**src/rtl/led7s_scan_pkg.sv**
```systemverilog
// led7s_scan_pkg
// Shared constants for the 7-segment scan driver: digit code width,
// largest supported digit count, default prescale divider and the code
// every digit store holds after reset.
package led7s_scan_pkg;

  localparam int          DIGIT_W     = 4;
  localparam int          MAX_DIGITS  = 8;
  localparam int          DEFAULT_DIV = 50000;
  localparam logic [3:0]  RESET_CODE  = 4'h0;

endpackage

```
**src/rtl/led7s_scan_prescaler.sv**
```systemverilog
// led7s_prescaler
// Divides clk_i down to one tick_o pulse every DIV cycles. The counter
// runs 0..DIV-1 and the tick is the terminal-count compare, so DIV=1
// degenerates to a counter stuck at 0 with tick_o high every cycle.
//
// Ports
//   clk_i   system clock, rising edge
//   rst_i   synchronous active-high reset (counter back to 0)
//   tick_o  high during the last cycle of each DIV-cycle slot
module led7s_prescaler
  import led7s_scan_pkg::*;
#(
  parameter int DIV = DEFAULT_DIV
) (
  input  logic clk_i,
  input  logic rst_i,
  output logic tick_o
);

  localparam int CNT_W = (DIV > 1) ? $clog2(DIV) : 1;

  logic [CNT_W-1:0] pcnt_q, pcnt_d;

  assign tick_o = (pcnt_q == CNT_W'(DIV - 1));

  always_comb begin
    pcnt_d = pcnt_q + CNT_W'(1);
    if (tick_o) pcnt_d = '0;
  end

  always_ff @(posedge clk_i) begin
    if (rst_i) pcnt_q <= '0;
    else       pcnt_q <= pcnt_d;
  end

endmodule

```
**src/rtl/led7s_scan.sv**
```systemverilog
// led7s_scan
// Time-multiplexed scan driver for a DIGITS-digit common-bus 7-segment
// display. The host writes a shadow buffer; an update request copies the
// shadow into the live buffer only on the frame-wrap tick, so a frame is
// never shown half old / half new. One digit is presented per DIV cycles.
//
// Optional feature macro: LED7S_ZERO_BLANK_EN (leading-zero suppression
// on blank_o). Without it blank_o is tied low.
//
// Ports
//   clk_i     system clock
//   rst_i     synchronous active-high reset, overrides we_i/update_i
//   we_i      shadow write strobe
//   waddr_i   shadow digit index, 0 = rightmost; >= DIGITS ignored
//   wdata_i   hex code written
//   update_i  request shadow->live copy at the next frame wrap
//   a_o       code of the selected digit
//   sel_o     one-hot digit select
//   blank_o   current digit must be dark
//   frame_o   one-cycle pulse after the edge that loaded the live buffer
module led7s_scan
  import led7s_scan_pkg::*;
#(
  parameter int DIGITS = 4,
  parameter int DIV    = DEFAULT_DIV
) (
  input  logic                clk_i,
  input  logic                rst_i,
  input  logic                we_i,
  input  logic [2:0]          waddr_i,
  input  logic [DIGIT_W-1:0]  wdata_i,
  input  logic                update_i,
  output logic [DIGIT_W-1:0]  a_o,
  output logic [DIGITS-1:0]   sel_o,
  output logic                blank_o,
  output logic                frame_o
);

  localparam int IDX_W = $clog2(DIGITS);

  logic                tick;
  logic [IDX_W-1:0]    idx_q, idx_d;
  logic                pend_q, pend_d;
  logic                frame_q, frame_d;
  logic [DIGIT_W-1:0]  shadow_q [DIGITS];
  logic [DIGIT_W-1:0]  shadow_d [DIGITS];
  logic [DIGIT_W-1:0]  live_q   [DIGITS];
  logic [DIGIT_W-1:0]  live_d   [DIGITS];
  logic                wrap;
  logic                copy;

  led7s_prescaler #(.DIV(DIV)) u_prescaler (
    .clk_i  (clk_i),
    .rst_i  (rst_i),
    .tick_o (tick)
  );

  assign wrap = tick && (idx_q == IDX_W'(DIGITS - 1));
  // An update arriving on the wrap tick itself is consumed by that copy.
  assign copy = wrap && (pend_q || update_i);

  always_comb begin
    idx_d    = idx_q;
    pend_d   = pend_q || update_i;
    frame_d  = copy;
    shadow_d = shadow_q;
    live_d   = live_q;
    if (tick) idx_d = wrap ? '0 : idx_q + IDX_W'(1);
    if (wrap) pend_d = 1'b0;
    // live takes the pre-write shadow; a coincident write lands in shadow only.
    if (copy) live_d = shadow_q;
    if (we_i && (int'(waddr_i) < DIGITS)) shadow_d[waddr_i[IDX_W-1:0]] = wdata_i;
  end

  always_ff @(posedge clk_i) begin
    if (rst_i) begin
      idx_q   <= '0;
      pend_q  <= 1'b0;
      frame_q <= 1'b0;
      for (int k = 0; k < DIGITS; k++) begin
        shadow_q[k] <= RESET_CODE;
        live_q[k]   <= RESET_CODE;
      end
    end else begin
      idx_q    <= idx_d;
      pend_q   <= pend_d;
      frame_q  <= frame_d;
      shadow_q <= shadow_d;
      live_q   <= live_d;
    end
  end

  assign a_o     = live_q[idx_q];
  assign sel_o   = DIGITS'(1) << idx_q;
  assign frame_o = frame_q;

`ifdef LED7S_ZERO_BLANK_EN
  // Walk from the top digit down accumulating "everything from here up is
  // zero"; digit 0 is excluded so an all-zero value still shows "0".
  logic blank;
  logic zero_run;

  always_comb begin
    blank    = 1'b0;
    zero_run = 1'b1;
    for (int k = DIGITS - 1; k >= 1; k--) begin
      zero_run = zero_run && (live_q[k] == RESET_CODE);
      if (idx_q == IDX_W'(k)) blank = zero_run;
    end
  end

  assign blank_o = blank;
`else
  assign blank_o = 1'b0;
`endif

endmodule

```
**config.mk**
```make
export PLATFORM = sky130hd
export DESIGN_NAME = led7s_scan
export DESIGN_NICKNAME = d
export VERILOG_FILES = /design/src/rtl/led7s_scan_pkg.sv /design/src/rtl/led7s_scan_prescaler.sv /design/src/rtl/led7s_scan.sv
export SDC_FILE = /design/constraint.sdc
export NUM_CORES = 1
export LEC_CHECK = 0
export CORE_MARGIN = 1.5
export CORE_UTILIZATION = 60
export DETAILED_ROUTE_END_ITERATION = 10
export PLACE_DENSITY = 0.92
export SLEW_MARGIN = 20
export SYNTH_ARGS = -nofsm -noshare
export SYNTH_HDL_FRONTEND = slang
export SYNTH_SLANG_ARGS = --single-unit
```
**constraint.sdc**
```tcl
create_clock -name clk_i -period 4.9 [get_ports clk_i]
set_clock_uncertainty 0.2 [all_clocks]
set_input_delay 0.98 -clock clk_i [delete_from_list [all_inputs] [get_ports clk_i]]
set_output_delay 0.98 -clock clk_i [all_outputs]
set_load 0.01 [all_outputs]
```
==> results of run 1 <==
## cell type report
| type | instances | area [um^2] |
|---|---|---|
| clock buffers | 7 | 96.3 |
| flip-flops and latches | 52 | 1040 |
| repair buffers | 22 | 213 |
| fillers | 273 | 1090 |
| well taps | 48 | 60.1 |
| inverters | 23 | 86.3 |
| multi-input cells | 172 | 1070 |
## kinds of logic after synthesis
logic type / after synthesis
AOI/OAI and AO/OA: 47
xor gates and xnor gates: 14
adders and majority gates: 5
buffers and inverters: 40
DFF: 52
muxes: 9
other: 1
and+or+nand+nor: 96
## registers in the layout, summed over array words and instances (netlist names)
| name | count |
|---|---|
| frame_o | 1 |
| idx_q | 2 |
| live_q | 16 |
| pend_q | 1 |
| shadow_q | 16 |
| u_prescaler.pcnt_q | 16 |
## cell usage after synthesis, types with 4 or more instances
cell and n:
nor3_1 5, nand2_1 4, mux2i_1 5, nor2_1 50
dfxtp_1 52, clkbuf_1 12, xnor2_1 13, mux4_2 4
o21ai_0 17, ha_1 5, a21oi_1 29, inv_1 23
nand3_1 4, or3_1 17
## critical path: cells and delay by family, from the launching register on
family	cells	cell delay (ns)
muxes	1	0.57
DFF	1	0.59
buffers and inverters	1	0.49
## metal layers
| metal | wire length, um | share of wire [%] | up-vias |
|---|---|---|---|
| li1 | - | - | 902 |
| met1 | 1950 | 49 | 795 |
| met2 | 1750 | 44 | 46 |
| met3 | 173 | 4.4 | 8 |
| met4 | 77 | 1.9 | 0 |
| met5 | 0 | 0 | - |
## path summary, 6_finish.rpt
check | slack [ns] | startpoint | to | cells after the start
worst max-delay path | 1.77 | idx_q[0]$_SDFFE_PP0N_ | a_o[3] | 2
worst min-delay path | 0.28 | u_prescaler.pcnt_q[0]$_SDFF_PP0_ | u_prescaler.pcnt_q[0]$_SDFF_PP0_ | 1
worst max register to register | 2.69 | u_prescaler.pcnt_q[0]$_SDFF_PP0_ | u_prescaler.pcnt_q[4]$_SDFF_PP0_ | 6
worst min register to register | 0.28 | u_prescaler.pcnt_q[0]$_SDFF_PP0_ | u_prescaler.pcnt_q[0]$_SDFF_PP0_ | 1
## power by group through the flow
stage / Sequential, mW / Combinational, mW / Clock, mW
after global routing: 0.432 / 0.0360 / 0.276
after floorplan: 0.440 / 0.0191 / 0
after global placement: 0.440 / 0.0314 / 0
after detailed placement: 0.441 / 0.0321 / 0
final: 0.431 / 0.0329 / 0.257
after CTS: 0.431 / 0.0324 / 0.258
==> results.md, run 1 <==
* Xor and xnor area share after synthesis at 5.40%
* DRC viols at 0
* Pre-CTS WS at 1.83 ns
* Reg power frac at 59.8%
* Most frequent cells in the layout: 52 x dfxtp_1, 50 x nor2_1, 29 x a21oi_1
* RSZ-0062 raised after global routing: no
* Final setup margin at 1.77 ns
* Routed vias/inst at 5.40
* Mean Syn Cell Area at 8.61 um^2
* Final setup TNS at 0 ns
* Max_cap viols at 0
* Synthesized cell area at 2270 um^2
* Iteration-0 DRC Markers at 81
* Clk Latency, worst-skew pair at 0.30 ns
* Post-synth EDFFs at 0
* Worst Tran Pin Value at 1.07 ns
* Design area at 2570 um^2
* Die width at 64.5 um
* Worst path slowest cell: dfxtp_1
* Syn. warnings at 0
* Most common cell after layout, fill and taps aside: dfxtp_1
* # setup viols final at 0
* VDD IR max at 0.000209 V
* Global route overflow at 0
* Yosys cell types at 28
* Power per Cell Area at 281 nW/um^2
* Max Freq at 320 MHz
* Gr usage total at 21.7%
* Fin. max-slew vios at 0
* Final hold violation count at 0
* Seq/Total Area, Yosys at 45.8%
* Comb pwr share at 4.6%
* Seq cells post-synth at 52
* Post-DR wirelength/cell at 12.2 um
* Top_reg_cell synth: dfxtp_1
* Max-slew headroom at 27.7%
* Layout cell share with drive strength beyond 1 at 6.52%
* Clk sinks at 52
* DRT Pass-1 Iters at 4
* Yosys top cell area share at 45.8%
* Post-DP HPWL at 2620 um
* Compound-cell area share of the yosys netlist at 10.5%
* Critical Path, Cell by Cell: mux4_2 -> clkdlybuf4s50_1
* Initial antenna violation count at 0
* Number of CTS-inserted buffers at 5
* Crit path kind: flip-flop to output port
* Clock Path Buffers at 2
* Placed Area at 2470 um^2
* Most Used Layer, Global Route: met2
* Largest cells by area after synthesis: dfxtp_1 46%, nor2_1 8.3%, a21oi_1 6.4%, xnor2_1 5.0%, or3_1 4.7%
* Psw at 0.152 mW
* Net Sw Frac at 21.1%
* Clock period minus worst slack at 3.13 ns
* Initial Util at 62.1%
* Leakage at 0.884 nW
* Worst EP required at 3.72 ns
* Diode count at 0
* Reg clk slew, reported paths at 0.08 ns
* Vias at 1751
* Cell taking the most area after synthesis: dfxtp_1
* Top Ports at 21
* Post-CTS Setup Bufs at 0
* # rows at 22
* Largest net degree at the start of global routing at 39
* Adder-cell area share of the yosys netlist at 2.75%
* Global-route wire length before repair at 7020 um
* Status: finished clean
* GR Layer Usage met3 at 4.34%
* P_int at 0.568 mW
* Antenna-violating nets left at 0
* Die Area at 4170 um^2
* Syn Nets at 280
* Utilization after layout at 70.2%
* DP Cell Count at 317
* Met2 usage at 33.9%
* CTS tree: done
* CTS root buf: clkbuf_8
* Period utilization at 63.8%
* CP max FO at 9
* Main combinational cell family by area after synthesis: simple AND/OR/NAND/NOR gates
* HP Class: flip-flop to flip-flop
* Total Routed Length at 3960 um
* Final nets at 292
* Power Total at 0.721 mW
* Fin cells at 324
* M1 GR Usage at 29.4%
* Startpoint types: flip-flop
* Hold_buf cts at 0
* Core area at 3660 um^2
* Max incr delay on CP at 0.59 ns
* # resized after CTS at 0
* Final hold slack at 0.276 ns
* Clock power share at 35.6%
* Worst EP arrival at 1.95 ns
* Post-synthesis simple-gate area fraction at 22.0%
* Number of global-route vias before repair at 1591
* CP Capture Type: output port
* Chip height at 64.5 um
* Syn Inst Count at 264
* IO buf count at 19
* Area grow syn2layout at 13.1%
* H-tree depth at 2
* Mux cell area share after synthesis at 6.17%
* Async set-reset flop share out of synthesis at 0%
* RePlAce Congestion at 0.726
(Power assumes the default switching activity.)
==> run 2: changes to the inputs <==
--- a/config.mk
+++ b/config.mk
@@ -6,9 +6,9 @@
 export NUM_CORES = 1
 export LEC_CHECK = 0
 export CORE_MARGIN = 1.5
-export CORE_UTILIZATION = 60
+export CORE_UTILIZATION = 56
 export DETAILED_ROUTE_END_ITERATION = 10
-export PLACE_DENSITY = 0.92
+export PLACE_DENSITY = 0.87
 export SLEW_MARGIN = 20
 export SYNTH_ARGS = -nofsm -noshare
 export SYNTH_HDL_FRONTEND = slang
==> constraint.sdc (replaced) <==
create_clock -name clk_i -period 3 [get_ports clk_i]
set_clock_uncertainty 0.2 [all_clocks]
set_input_delay 0.6 -clock clk_i [delete_from_list [all_inputs] [get_ports clk_i]]
set_output_delay 0.6 -clock clk_i [all_outputs]
set_load 0.01 [all_outputs]
==> results.md, run 2 (synthesis gave the netlist of run 1 again) <==
* Hold_buf cts at 0 (unchanged)
* Clock period minus worst slack at 2.74 ns
* Largest net degree at the start of global routing at 39 (unchanged)
* Routed vias/inst at 5.38 (-0.52%)
* Core area at 3770 um^2 (+3.0%)
* CP Capture Type: output port
* Global route overflow at 0 (unchanged)
* Post-DP HPWL at 2660 um (+1.7%)
* Post-DR wirelength/cell at 12.3 um (+0.48%)
* Antenna-violating nets left at 0 (unchanged)
* Leakage at 0.895 nW (+1.3%)
* # resized after CTS at 0 (unchanged)
* Clk sinks at 52 (unchanged)
* Worst Tran Pin Value at 0.644 ns (-0.426 ns)
* Clock Path Buffers at 2 (unchanged)
* Worst EP required at 2.20 ns (-1.52 ns)
* CP max FO at 9 (unchanged)
* Final nets at 294 (+0.68%)
* Reg clk slew, reported paths at 0.09 ns (about the same)
* Power per Cell Area at 458 nW/um^2 (+63%)
* Vias at 1758 (+0.40%)
* Fin cells at 327 (+0.93%)
* Initial antenna violation count at 0 (unchanged)
* Final hold slack at 0.280 ns (+0.00370 ns)
* Layout cell share with drive strength beyond 1 at 7.17% (+0.65 points)
* Top Ports at 21 (unchanged)
* RePlAce Congestion at 0.731 (+0.77%)
* Met2 usage at 28.6% (-5.2 points)
* Worst EP arrival at 1.94 ns (about the same)
* Final setup TNS at 0 ns (unchanged)
* Diode count at 0 (unchanged)
* GR Layer Usage met3 at 5.07% (+0.73 points)
* HP Class: flip-flop to flip-flop
* Initial Util at 60.3% (-1.8 points)
* Number of CTS-inserted buffers at 5 (unchanged)
* Chip height at 66.7 um (+3.3%)
* Clk Latency, worst-skew pair at 0.31 ns (about the same)
* # setup viols final at 0 (unchanged)
* Die width at 66.7 um (+3.3%)
* Startpoint types: flip-flop
* Crit path kind: flip-flop to output port
* DP Cell Count at 319 (+0.63%)
* Max-slew headroom at 56.9% (+29 points)
* Max incr delay on CP at 0.58 ns (about the same)
* Fin. max-slew vios at 0 (unchanged)
* CTS tree: done
* Most common cell after layout, fill and taps aside: dfxtp_1
* Global-route wire length before repair at 6940 um (-1.2%)
* Most Used Layer, Global Route: met1
* Worst path slowest cell: dfxtp_1
* Post-CTS Setup Bufs at 0 (unchanged)
* H-tree depth at 2 (unchanged)
* Max Freq at 365 MHz
* Final hold violation count at 0 (unchanged)
* Number of global-route vias before repair at 1518 (-4.6%)
* Gr usage total at 20.8% (-0.91 points)
* Most frequent cells in the layout: 52 x dfxtp_1, 50 x nor2_1, 29 x a21oi_1
* RSZ-0062 raised after global routing: no
* Die Area at 4450 um^2 (+6.8%)
* Utilization after layout at 68.3% (-1.8 points)
* DRC viols at 0 (unchanged)
* Period utilization at 91.3%
* DRT Pass-1 Iters at 4 (unchanged)
* CTS root buf: clkbuf_8
* Max_cap viols at 0 (unchanged)
* Iteration-0 DRC Markers at 127 (+57%)
* # rows at 22 (unchanged)
* Total Routed Length at 4010 um (+1.4%)
* Area grow syn2layout at 13.4%
* M1 GR Usage at 30.3% (+0.91 points)
* Status: finished clean
* Critical Path, Cell by Cell: mux4_2 -> clkdlybuf4s50_1
* VDD IR max at 0.000279 V (+34%)
* IO buf count at 19 (unchanged)
* Top flop regs: live_q (16), shadow_q (16), u_prescaler.pcnt_q (16)
[run 2: cell types whose count changed in the layout (fill, tap and decap cells not counted)]
cell and delta:
nor4bb_1 +1, clkinv_2 +1, clkbuf_8 -1, buf_4 +2
inv_6 +1, nor4bb_2 -1
[run 2: metrics by stage]
step                      power [mW]  area (um^2)  worst slack [ns]
after floorplan                0.750         2270             0.986
after global placement         0.772         2480             0.611
after detailed placement       0.774         2480             0.596
after CTS                       1.19         2580             0.241
after global routing            1.22         2580             0.171
final                           1.18         2580             0.262
[run 2: metal layers]
layer / vias to the layer above / wire length (um)
met1: 803 / 2060
li1: 905 / -
met5: - / 0
met3: 7 / 179
met2: 43 / 1690
met4: 0 / 83
[run 2: cell type report]
type / count / area [um^2]
Clock inverter: 2 / 13.8
Sequential cell: 52 / 1040
Timing Repair Buffer: 24 / 228
Clock buffer: 6 / 82.6
Fill cell: 309 / 1190
Multi-Input combinational cell: 172 / 1070
Inverter: 23 / 86.3
Tap cell: 48 / 60.1
[run 2: worst max-delay path, delay by kind of cell (launching register included)]
kind | cells | cell delay (ns)
buffers and inverters | 1 | 0.49
multiplexers | 1 | 0.56
flip-flops | 1 | 0.58
[run 2: where the power goes]
| group | internal, mW | total, mW | switching [mW] |
|---|---|---|---|
| logic | 0.0247 | 0.0544 | 0.0296 |
| registers | 0.699 | 0.704 | 0.00524 |
| clock network | 0.189 | 0.421 | 0.232 |
[run 2: final timing paths]
check | startpoint | end | slack, ns | depth (start not counted)
worst max-delay path | idx_q[0]$_SDFFE_PP0N_ | a_o[3] | 0.26 | 2
worst min-delay path | live_q[0]$_SDFFE_PP0P_ | live_q[0]$_SDFFE_PP0P_ | 0.28 | 2
worst max register to register | u_prescaler.pcnt_q[0]$_SDFF_PP0_ | u_prescaler.pcnt_q[3]$_SDFF_PP0_ | 0.74 | 6
worst min register to register | live_q[0]$_SDFFE_PP0P_ | live_q[0]$_SDFFE_PP0P_ | 0.28 | 2
